$ cat src/rtl/aclk_key_entry_if.sv
// Keypad entry bus: key strobes and commit buttons toward the entry stage,
// and the HH:MM buffer, load strobes and status back toward the user.
interface aclk_key_entry_if;
   logic       key_valid;
   logic [3:0] key;
   logic       alarm_button;
   logic       time_button;
   logic [3:0] key_buffer_ms_hr;
   logic [3:0] key_buffer_ls_hr;
   logic [3:0] key_buffer_ms_min;
   logic [3:0] key_buffer_ls_min;
   logic       load_new_alarm;
   logic       load_new_time;
   logic       entry_error;
   logic       entry_active;

   modport master (
      output key_valid, key, alarm_button, time_button,
      input  key_buffer_ms_hr, key_buffer_ls_hr, key_buffer_ms_min, key_buffer_ls_min,
      input  load_new_alarm, load_new_time, entry_error, entry_active
   );

   modport slave (
      input  key_valid, key, alarm_button, time_button,
      output key_buffer_ms_hr, key_buffer_ls_hr, key_buffer_ms_min, key_buffer_ls_min,
      output load_new_alarm, load_new_time, entry_error, entry_active
   );
endinterface

$ cat src/rtl/aclk_key_entry.sv
// Keypad digit-entry stage: shifts BCD digits into an HH:MM buffer, validates
// it as 24-hour time on ALARM/TIME and issues a one-cycle registered load strobe.
module aclk_key_entry #(
   parameter int TIMEOUT_CYCLES = 10
) (
   input logic              clock,
   input logic              reset,
   aclk_key_entry_if.slave  bus
);

   localparam int TW = (TIMEOUT_CYCLES > 2) ? $clog2(TIMEOUT_CYCLES) : 1;

   typedef enum logic {IDLE, ENTRY} state_t;

   state_t          state_q, state_d;
   logic [3:0][3:0] digits_q, digits_d;  // [3]=ms_hr .. [0]=ls_min
   logic [2:0]      count_q, count_d;
   logic [TW-1:0]   tcount_q, tcount_d;
   logic            load_alarm_q, load_alarm_d;
   logic            load_time_q, load_time_d;
   logic            error_q, error_d;

   logic is_digit, any_button, commit_ok;

   assign is_digit   = bus.key_valid && (bus.key <= 4'd9);
   assign any_button = bus.alarm_button || bus.time_button;
   assign commit_ok  = (bus.alarm_button ^ bus.time_button) && (count_q == 3'd4) &&
                       (digits_q[3] <= 4'd2) &&
                       ((digits_q[3] < 4'd2) || (digits_q[2] <= 4'd3)) &&
                       (digits_q[1] <= 4'd5);

   // NOTE: every signal gets its default before the case so no path leaves one unassigned (no latches).
   always_comb begin
      state_d      = state_q;
      digits_d     = digits_q;
      count_d      = count_q;
      tcount_d     = tcount_q;
      load_alarm_d = 1'b0;
      load_time_d  = 1'b0;
      error_d      = 1'b0;
      case (state_q)
         IDLE: begin
            if (is_digit) begin
               digits_d = {12'h000, bus.key};
               count_d  = 3'd1;
               tcount_d = '0;
               state_d  = ENTRY;
            end
         end
         ENTRY: begin
            if (any_button) begin
               // A button wins over a same-cycle digit; the buffer only survives a valid commit.
               state_d  = IDLE;
               count_d  = 3'd0;
               tcount_d = '0;
               if (commit_ok) begin
                  load_alarm_d = bus.alarm_button;
                  load_time_d  = bus.time_button;
               end else begin
                  error_d  = 1'b1;
                  digits_d = '0;
               end
            end else if (is_digit) begin
               digits_d = {digits_q[2:0], bus.key};
               count_d  = (count_q == 3'd4) ? 3'd4 : count_q + 3'd1;
               tcount_d = '0;
            end else if (tcount_q == TW'(TIMEOUT_CYCLES - 1)) begin
               state_d  = IDLE;
               digits_d = '0;
               count_d  = 3'd0;
               tcount_d = '0;
            end else begin
               tcount_d = tcount_q + 1'b1;
            end
         end
         default: state_d = IDLE;
      endcase
   end

   // NOTE: sequential state uses non-blocking assignments so all registers update together.
   always_ff @(posedge clock) begin
      if (reset) begin
         state_q      <= IDLE;
         digits_q     <= '0;
         count_q      <= 3'd0;
         tcount_q     <= '0;
         load_alarm_q <= 1'b0;
         load_time_q  <= 1'b0;
         error_q      <= 1'b0;
      end else begin
         state_q      <= state_d;
         digits_q     <= digits_d;
         count_q      <= count_d;
         tcount_q     <= tcount_d;
         load_alarm_q <= load_alarm_d;
         load_time_q  <= load_time_d;
         error_q      <= error_d;
      end
   end

   assign bus.key_buffer_ms_hr  = digits_q[3];
   assign bus.key_buffer_ls_hr  = digits_q[2];
   assign bus.key_buffer_ms_min = digits_q[1];
   assign bus.key_buffer_ls_min = digits_q[0];
   assign bus.load_new_alarm    = load_alarm_q;
   assign bus.load_new_time     = load_time_q;
   assign bus.entry_error       = error_q;
   assign bus.entry_active      = (state_q == ENTRY);

endmodule

$ cat src/flat_wrapper.sv
// flat-port wrapper written by rule: the top's interface ports become plain ports
module aclk_key_entry_flat 
#(
   parameter int TIMEOUT_CYCLES = 10
)
  (clock, reset, bus_key_valid, bus_key, bus_alarm_button, bus_time_button, bus_key_buffer_ms_hr, bus_key_buffer_ls_hr, bus_key_buffer_ms_min, bus_key_buffer_ls_min, bus_load_new_alarm, bus_load_new_time, bus_entry_error, bus_entry_active);
  aclk_key_entry_if bus_i ();
  input logic clock;
  input logic reset;
  input wire logic [$bits(bus_i.key_valid)-1:0] bus_key_valid;
  input wire logic [$bits(bus_i.key)-1:0] bus_key;
  input wire logic [$bits(bus_i.alarm_button)-1:0] bus_alarm_button;
  input wire logic [$bits(bus_i.time_button)-1:0] bus_time_button;
  output wire logic [$bits(bus_i.key_buffer_ms_hr)-1:0] bus_key_buffer_ms_hr;
  output wire logic [$bits(bus_i.key_buffer_ls_hr)-1:0] bus_key_buffer_ls_hr;
  output wire logic [$bits(bus_i.key_buffer_ms_min)-1:0] bus_key_buffer_ms_min;
  output wire logic [$bits(bus_i.key_buffer_ls_min)-1:0] bus_key_buffer_ls_min;
  output wire logic [$bits(bus_i.load_new_alarm)-1:0] bus_load_new_alarm;
  output wire logic [$bits(bus_i.load_new_time)-1:0] bus_load_new_time;
  output wire logic [$bits(bus_i.entry_error)-1:0] bus_entry_error;
  output wire logic [$bits(bus_i.entry_active)-1:0] bus_entry_active;
  assign bus_i.key_valid = bus_key_valid;
  assign bus_i.key = bus_key;
  assign bus_i.alarm_button = bus_alarm_button;
  assign bus_i.time_button = bus_time_button;
  assign bus_key_buffer_ms_hr = bus_i.key_buffer_ms_hr;
  assign bus_key_buffer_ls_hr = bus_i.key_buffer_ls_hr;
  assign bus_key_buffer_ms_min = bus_i.key_buffer_ms_min;
  assign bus_key_buffer_ls_min = bus_i.key_buffer_ls_min;
  assign bus_load_new_alarm = bus_i.load_new_alarm;
  assign bus_load_new_time = bus_i.load_new_time;
  assign bus_entry_error = bus_i.entry_error;
  assign bus_entry_active = bus_i.entry_active;
  aclk_key_entry #(.TIMEOUT_CYCLES(TIMEOUT_CYCLES)) u_core (.clock(clock), .reset(reset), .bus(bus_i));
endmodule
$ cat config.mk
export PLATFORM = sky130hd
export DESIGN_NAME = aclk_key_entry_flat
export DESIGN_NICKNAME = d
export VERILOG_FILES = /design/src/rtl/aclk_key_entry_if.sv /design/src/rtl/aclk_key_entry.sv /design/src/flat_wrapper.sv
export SDC_FILE = /design/constraint.sdc
export NUM_CORES = 1
export LEC_CHECK = 0
export CAP_MARGIN = 25
export CORE_MARGIN = 1
export CORE_UTILIZATION = 40
export DETAILED_ROUTE_END_ITERATION = 12
export PLACE_DENSITY = 0.65
export SETUP_SLACK_MARGIN = 0.1
export SLEW_MARGIN = 20
export SYNTH_ARGS = -nofsm -noshare
export SYNTH_HDL_FRONTEND = slang
export SYNTH_SLANG_ARGS = --single-unit
$ cat constraint.sdc
create_clock -name clock -period 2.7 [get_ports clock]
set_clock_uncertainty 0.1 [all_clocks]
set_input_delay 0.405 -clock clock [delete_from_list [all_inputs] [get_ports clock]]
set_output_delay 0.405 -clock clock [all_outputs]
set_load 0.01 [all_outputs]
==> summary.md, run 1 <==
| Metric | Value |
|---|---|
| Slew headroom | 0.560 |
| DRT iter0 DRCs | 46 |
| Fmax | about 440 MHz |
| Number of antenna violations at the first check in global routing | 0 |
| Min Tclk post-route | around 2.3 ns |
| Placed cell count | 217 |
| Power, Total | roughly 0.70 mW |
| Core Rows | 21 |
| Synth cell count leaders | dfxtp_1, a21oi_1, inv_1 |
| Place WS | roughly 0.033 ns |
| Design Area, Final | between 1500 and 2000 um2 |
| R2R Setup Slk | ~0.80 ns |
| Kind of critical path | in2reg |
| Critical path's top delay family | buffers and inverters |
| Post-route ant nets | 0 |
| H-tree lvl count | 1 |
| Crit path arrival time | 2.46 ns |
| Sequential fraction of the synthesis area | 0.390 |
| Final worst slack | 0.402 ns |
| Post-synth ARST share | 0 |
| Synth Instances | between 100 and 150 |
| Synth area leader | dfxtp_1 |
| Fin cells | between 200 and 250 |
| Input/output buffers | 28 |
| CTS buffer count | 3 |
| Core area | between 3000 and 4000 um2 |
| Unrepaired setup endpoints after global routing | no |
| Final setup fails | 0 |
| Flops & latches, synth | 27 |
| Yosys top cell area share | 0.390 |
| Area grow syn2layout | 27.4% |
| Post-CTS resize count | 0 |
| Worst ir drop on vdd | roughly 0.00019 V |
| EDFF count, synth | 0 |
| Synth Warn # | 0 |
| CP max stage delay | roughly 0.47 ns |
| Crit path launch type | input port |
| Power Dens Cells | just under 400 nW/um2 |
| Slowest CP cell | clkdlybuf4s50_1 |
| Main synth FF type | dfxtp_1 |
| Die Ht | around 61 um |
| Total gr overflow | 0 |
| Clk root buf | clkbuf_4 |
| Max Cap Viol | 0 |
| Wire length per cell | approximately 14 um |
| CP Max Fanout | 13 |
| Hold_ws | around 0.42 ns |
| Via count | between 1000 and 1500 |
| DRC viols | 0 |
| Io pins | 29 |
| First-pass GRT wire length | ~5000 um |
| Post-DP HPWL | between 2000 and 2500 um |
| Number of diodes | 0 |
| Worst-Margin Slew | approximately 0.65 ns |
| Total wire length | 3040 um |
| Most frequent cell after synthesis | dfxtp_1 |
| Vias in the first global route | 1117 |
| Share of cells above drive strength 1 | 0.171 |
| Critical path capture point type | register |
| Buf/Inv on CP | 3 |
| Synth top area cells | dfxtp_1, a221oi_2, a21oi_1, nor3_2, ha_1 |
| CTS hold repair buffers | 0 |
| Tcrit/Tclk final | 0.851 |
| # nets final | between 150 and 200 |
| Syn Area/Cell | roughly 9.4 um2 |
| CTS tree | yes |
| Post-CTS setup buffers | 0 |
| Clock slew at reported path FFs | around 0.15 ns |
| DP Area | 1740 um2 |
| Worst EP required | between 2 and 3 ns |
| Cell area after synthesis | between 1000 and 1500 um2 |
| Largest net degree at the start of global routing | 26 |
| Status | finished, final reports clean |
| DRT Pass-1 Iters | 4 |
| Worst skew pair latency | between 0.3 and 0.4 ns |
| Clk sink count | 27 |
| CP Cell Sequence | clkdlybuf4s50_1 -> inv_1 -> ha_1 -> or4b_4 -> a2111oi_4 -> buf_12 -> a2bb2oi_1 -> o21ai_0 |
| Starting Density | 0.415 |
| Slew Limit Fails | 0 |
| Yosys cell types | 36 |
| Die Footprint | roughly 3700 um2 |
| Fin util | 0.529 |
| Leakage | 0.642 nW |
| Final Hold Viols | 0 |
| Syn_nets | 161 |
| Total track usage | 0.182 |
| Worst hold path type | reg2reg |
| GPL Wtd Cong | between 0.7 and 0.8 |
| CTS max path bufs | 2 |
| Setup TNS | 0 ns |
| Die Wd | 60.9 um |
| Via density | 5.41 |
[metal layers]
layer,track usage,wire [um],share of wire
met3,0.0256,49,0.016
met5,0,0,0
met2,0.319,1620,0.53
met4,0.0682,22,0.0072
met1,0.227,1350,0.44
[registers in the layout, indices dropped and copies added (netlist names)]
signal                        flops
u_core.bus.entry_active           1
u_core.bus.entry_error            1
u_core.bus.key_buffer_ls_hr       4
u_core.bus.key_buffer_ls_min      4
u_core.bus.key_buffer_ms_hr       4
u_core.bus.key_buffer_ms_min      4
u_core.bus.load_new_alarm         1
u_core.bus.load_new_time          1
u_core.count_q                    3
u_core.tcount_q                   4
[report_power, final]
group / switching (mW) / total [mW] / internal (mW) / leakage (nW)
combinational: 0.0602 / 0.115 / 0.0544 / 0.406
sequential: 0.00864 / 0.415 / 0.406 / 0.218
clock: 0.116 / 0.172 / 0.0554 / 0.0177
[worst reg2reg max path: stages (launching register included)]
cell	delay, ns
dfxtp_1	0.39
or4b_4	0.54
a2111oi_4	0.36
buf_12	0.19
a2bb2oi_1	0.11
o21ai_0	0.16
[cells in the final DEF, fill, tap and decap left out, types with 3 or more instances in the layout]
cell             synthesis  final
clkdlybuf4s50_1          0     28
o21ai_0                  7      7
nor3_2                   7      7
buf_4                    0      7
a21oi_1                 18     18
nand2_1                  7      7
dfxtp_1                 27     27
inv_1                   11     11
nor3_1                   9      9
clkbuf_4                 0      3
nor2_1                   4      4
a221oi_2                 8      8
a221oi_1                 6      6
ha_1                     5      5
[logic make-up (layout without fill, tap and decap cells)]
kind of cell               Yosys count  in the layout  synth area share
AOI/OAI and AO/OA                   49             49             0.286
adders and majority gates            5              5            0.0451
buffers and inverters               23             51            0.0713
and+or+nand+nor                     42             42             0.200
DFF                                 27             27             0.390
muxes                                1              1           0.00722
[path summary, 6_finish.rpt]
path              cells after the start                              end                            start
setup / recovery                      8  u_core.bus.key_buffer_ls_min[1]                 bus_alarm_button
hold / removal                        2               u_core.tcount_q[3]               u_core.tcount_q[3]
setup reg to reg                      5  u_core.bus.key_buffer_ls_min[1]  u_core.bus.key_buffer_ms_min[3]
hold reg to reg                       2               u_core.tcount_q[3]               u_core.tcount_q[3]
[layout make-up]
class	count	area, um2
well taps	46	57.6
flip-flops and latches	27	541
fillers	329	1570
clock inverters	1	5.00
multi-input cells	97	747
clock buffers	3	22.5
inverters	11	41.3
repair buffers	36	353
(Power assumes the default switching activity.)
==> inputs of run 2 (changes only) <==
--- a/config.mk
+++ b/config.mk
@@ -7,9 +7,8 @@
 export LEC_CHECK = 0
 export CAP_MARGIN = 25
 export CORE_MARGIN = 1
-export CORE_UTILIZATION = 40
+export CORE_UTILIZATION = 30
 export DETAILED_ROUTE_END_ITERATION = 12
-export PLACE_DENSITY = 0.65
 export SETUP_SLACK_MARGIN = 0.1
 export SLEW_MARGIN = 20
 export SYNTH_ARGS = -nofsm -noshare
==> constraint.sdc (replaced) <==
create_clock -name clock -period 2 [get_ports clock]
set_clock_uncertainty 0.1 [all_clocks]
set_input_delay 0.3 -clock clock [delete_from_list [all_inputs] [get_ports clock]]
set_output_delay 0.3 -clock clock [all_outputs]
set_load 0.01 [all_outputs]
==> summary.md, run 2 (same netlist as run 1, synthesis figures left out) <==
| Metric | Value |
|---|---|
| DRT Pass-1 Iters | 6 (was 4) |
| Slew headroom | 0.730 (was 0.560) |
| Via density | 5.42 (was 5.41) |
| H-tree lvl count | 1 (unchanged) |
| Footprint of the multi-input gates | 785 um2 (was 747 um2) |
| CP most frequent cell | buf_4 |
| Core Rows | 24 (was 21) |
| Crit path arrival time | 1.92 ns (was 2.46 ns) |
| Input/output buffers | 28 (unchanged) |
| Max Cap Viol | 0 (unchanged) |
| Buf/Inv on CP | 2 (was 3) |
| Slowest CP cell | or4b_4 (was clkdlybuf4s50_1) |
| Place WS | -0.507 ns (was 0.0329 ns) |
| DRT iter0 DRCs | 53 (was 46) |
| Share of cells above drive strength 1 | 0.293 (was 0.171) |
| Worst skew pair latency | 0.28 ns (was 0.32 ns) |
| # nets final | 206 (was 190) |
| Io pins | 29 (unchanged) |
| CTS max path bufs | 2 (unchanged) |
| Min Tclk post-route | between 1.5 and 2 ns |
| Clk root buf | clkbuf_8 (was clkbuf_4) |
| Leakage | 0.722 nW (was 0.642 nW) |
| Total track usage | 0.145 (was 0.182) |
| CP max stage delay | 0.56 ns (was 0.47 ns) |
| Total gr overflow | 0 (unchanged) |
| Setup TNS | 0 ns (unchanged) |
| CTS hold repair buffers | 0 (unchanged) |
| Commonest non-fill, non-tap cell in the layout | clkdlybuf4s50_1 (unchanged) |
| CTS buffer count | 3 (unchanged) |
| Worst-Margin Slew | 0.404 ns (was 0.651 ns) |
| Slew Limit Fails | 0 (unchanged) |
| Fmax | approximately 550 MHz |
| Critical path's top delay family | simple AND/OR/NAND/NOR gates (was buffers and inverters) |
| Final worst slack | 0.194 ns (was 0.402 ns) |
| Worst EP required | 2.11 ns (was 2.86 ns) |
| Die Wd | 70.0 um (was 60.9 um) |
| Total wire length | 3380 um (was 3040 um) |
| CTS tree | yes (unchanged) |
| Worst ir drop on vdd | 0.000241 V (was 0.000185 V) |
| DRC viols | 0 (unchanged) |
| CP Cell Sequence | or4b_4 -> a2111oi_4 -> buf_4 -> buf_4 -> a221oi_2 -> nor3_2 (was clkdlybuf4s50_1 -> inv_1 -> ha_1 -> or4b_4 -> a2111oi_4 -> buf_12 -> a2bb2oi_1 -> o21ai_0) |
| DP Area | 1870 um2 (was 1740 um2) |
| Tcrit/Tclk final | 0.903 |
| Core area | 4380 um2 (was 3340 um2) |
| Power Dens Cells | 553 nW/um2 (was 397 nW/um2) |
| Worst hold path type | in2reg (was reg2reg) |
| Crit path launch type | register (was input port) |
| Number of diodes | 0 (unchanged) |
| Number of antenna violations at the first check in global routing | 0 (unchanged) |
| Starting Density | 0.316 (was 0.415) |
| Final setup fails | 0 (unchanged) |
| Critical path capture point type | register (unchanged) |
| Unrepaired setup endpoints after global routing | no (unchanged) |
| Kind of critical path | reg2reg (was in2reg) |
| Area grow syn2layout | 41.7% (was 27.4%) |
| Status | finished, final reports clean (unchanged) |
| Vias in the first global route | 1368 (was 1117) |
| Via count | 1318 (was 1196) |
| Final Hold Viols | 0 (unchanged) |
| Register area | 543 um2 (was 541 um2) |
| Design Area, Final | 1960 um2 (was 1770 um2) |
| Die Footprint | 4900 um2 (was 3710 um2) |
| Clock slew at reported path FFs | 0.10 ns (was 0.15 ns) |
| Power, Total | 1.09 mW (was 0.701 mW) |
| Fillers | 422 (was 329) |
| Die Ht | 70.0 um (was 60.9 um) |
| Commonest cells after routing, fill and taps aside | clkdlybuf4s50_1, dfxtp_1, buf_4 (was clkdlybuf4s50_1, dfxtp_1, a21oi_1) |
| Wire length per cell | 13.9 um (was 13.8 um) |
| Largest net degree at the start of global routing | 27 (was 26) |
| Post-route ant nets | 0 (unchanged) |
| Clk sink count | 27 (unchanged) |
| Post-DP HPWL | 2470 um (was 2270 um) |
| GPL Wtd Cong | 0.763 (was 0.757) |
| CP Max Fanout | 7 (was 13) |
| First-pass GRT wire length | 5790 um (was 5030 um) |
[run 2: cell count changes in the layout (fill, tap and decap cells not counted), moves of 2 or more]
cell             delta
clkbuf_4            -3
inv_1               -2
buf_4              +14
dfxtp_2             +2
dfxtp_1             -2
o21ai_0             -2
buf_2               +2
o21ai_1             +2
clkbuf_8            +3
clkdlybuf4s50_1     -2
[run 2: repair_timing]
action,CTS,global route
pin swaps,6,4
hold endpoints to repair,0,0
resized for setup,11,7
endpoints found under the setup margin,21,21
buffers inserted,0,1
[run 2: final timing paths]
kind,from,end,slack (ns),depth (start not counted)
worst max register to register,u_core.bus.key_buffer_ms_hr[2],u_core.bus.key_buffer_ms_hr[1],0.19,6
worst max-delay path,u_core.bus.key_buffer_ms_hr[2],u_core.bus.key_buffer_ms_hr[1],0.19,6
worst min register to register,u_core.bus.key_buffer_ls_min[1],u_core.bus.key_buffer_ls_min[1],0.41,2
worst min-delay path,bus_time_button,u_core.bus.load_new_time,0.19,2
[run 2: area by class of cell]
| type | count | share of cell area |
|---|---|---|
| clock buffers | 3 | 0.0210 |
| well taps | 52 | 0.0331 |
| multi-input cells | 97 | 0.399 |
| inverters | 11 | 0.0223 |
| clock inverters | 1 | 0.00382 |
| flip-flops and latches | 27 | 0.276 |
| repair buffers | 52 | 0.244 |
[run 2: metrics by stage]
step | utilization | cells | hold WS [ns]
4_1_cts | 0.442 | 242 | 0.213
5_1_grt | 0.448 | 243 | 0.191
6_report | 0.448 | 243 | 0.188
3_3_place_gp | 0.428 | 238 | 0.385
3_5_place_dp | 0.428 | 238 | 0.411
2_1_floorplan | - | 147 | 0.309
[run 2: per-layer routing]
layer / share of wire / track usage
met1: 0.46 / 0.176
met2: 0.49 / 0.243
met3: 0.032 / 0.0289
met4: 0.014 / 0.0733
met5: 0 / 0
[run 2: where the power goes]
group / internal, mW / total, mW / switching, mW
registers: 0.547 / 0.558 / 0.0107
clock network: 0.142 / 0.324 / 0.182
logic: 0.106 / 0.204 / 0.0976
total: 0.795 / 1.09 / 0.290
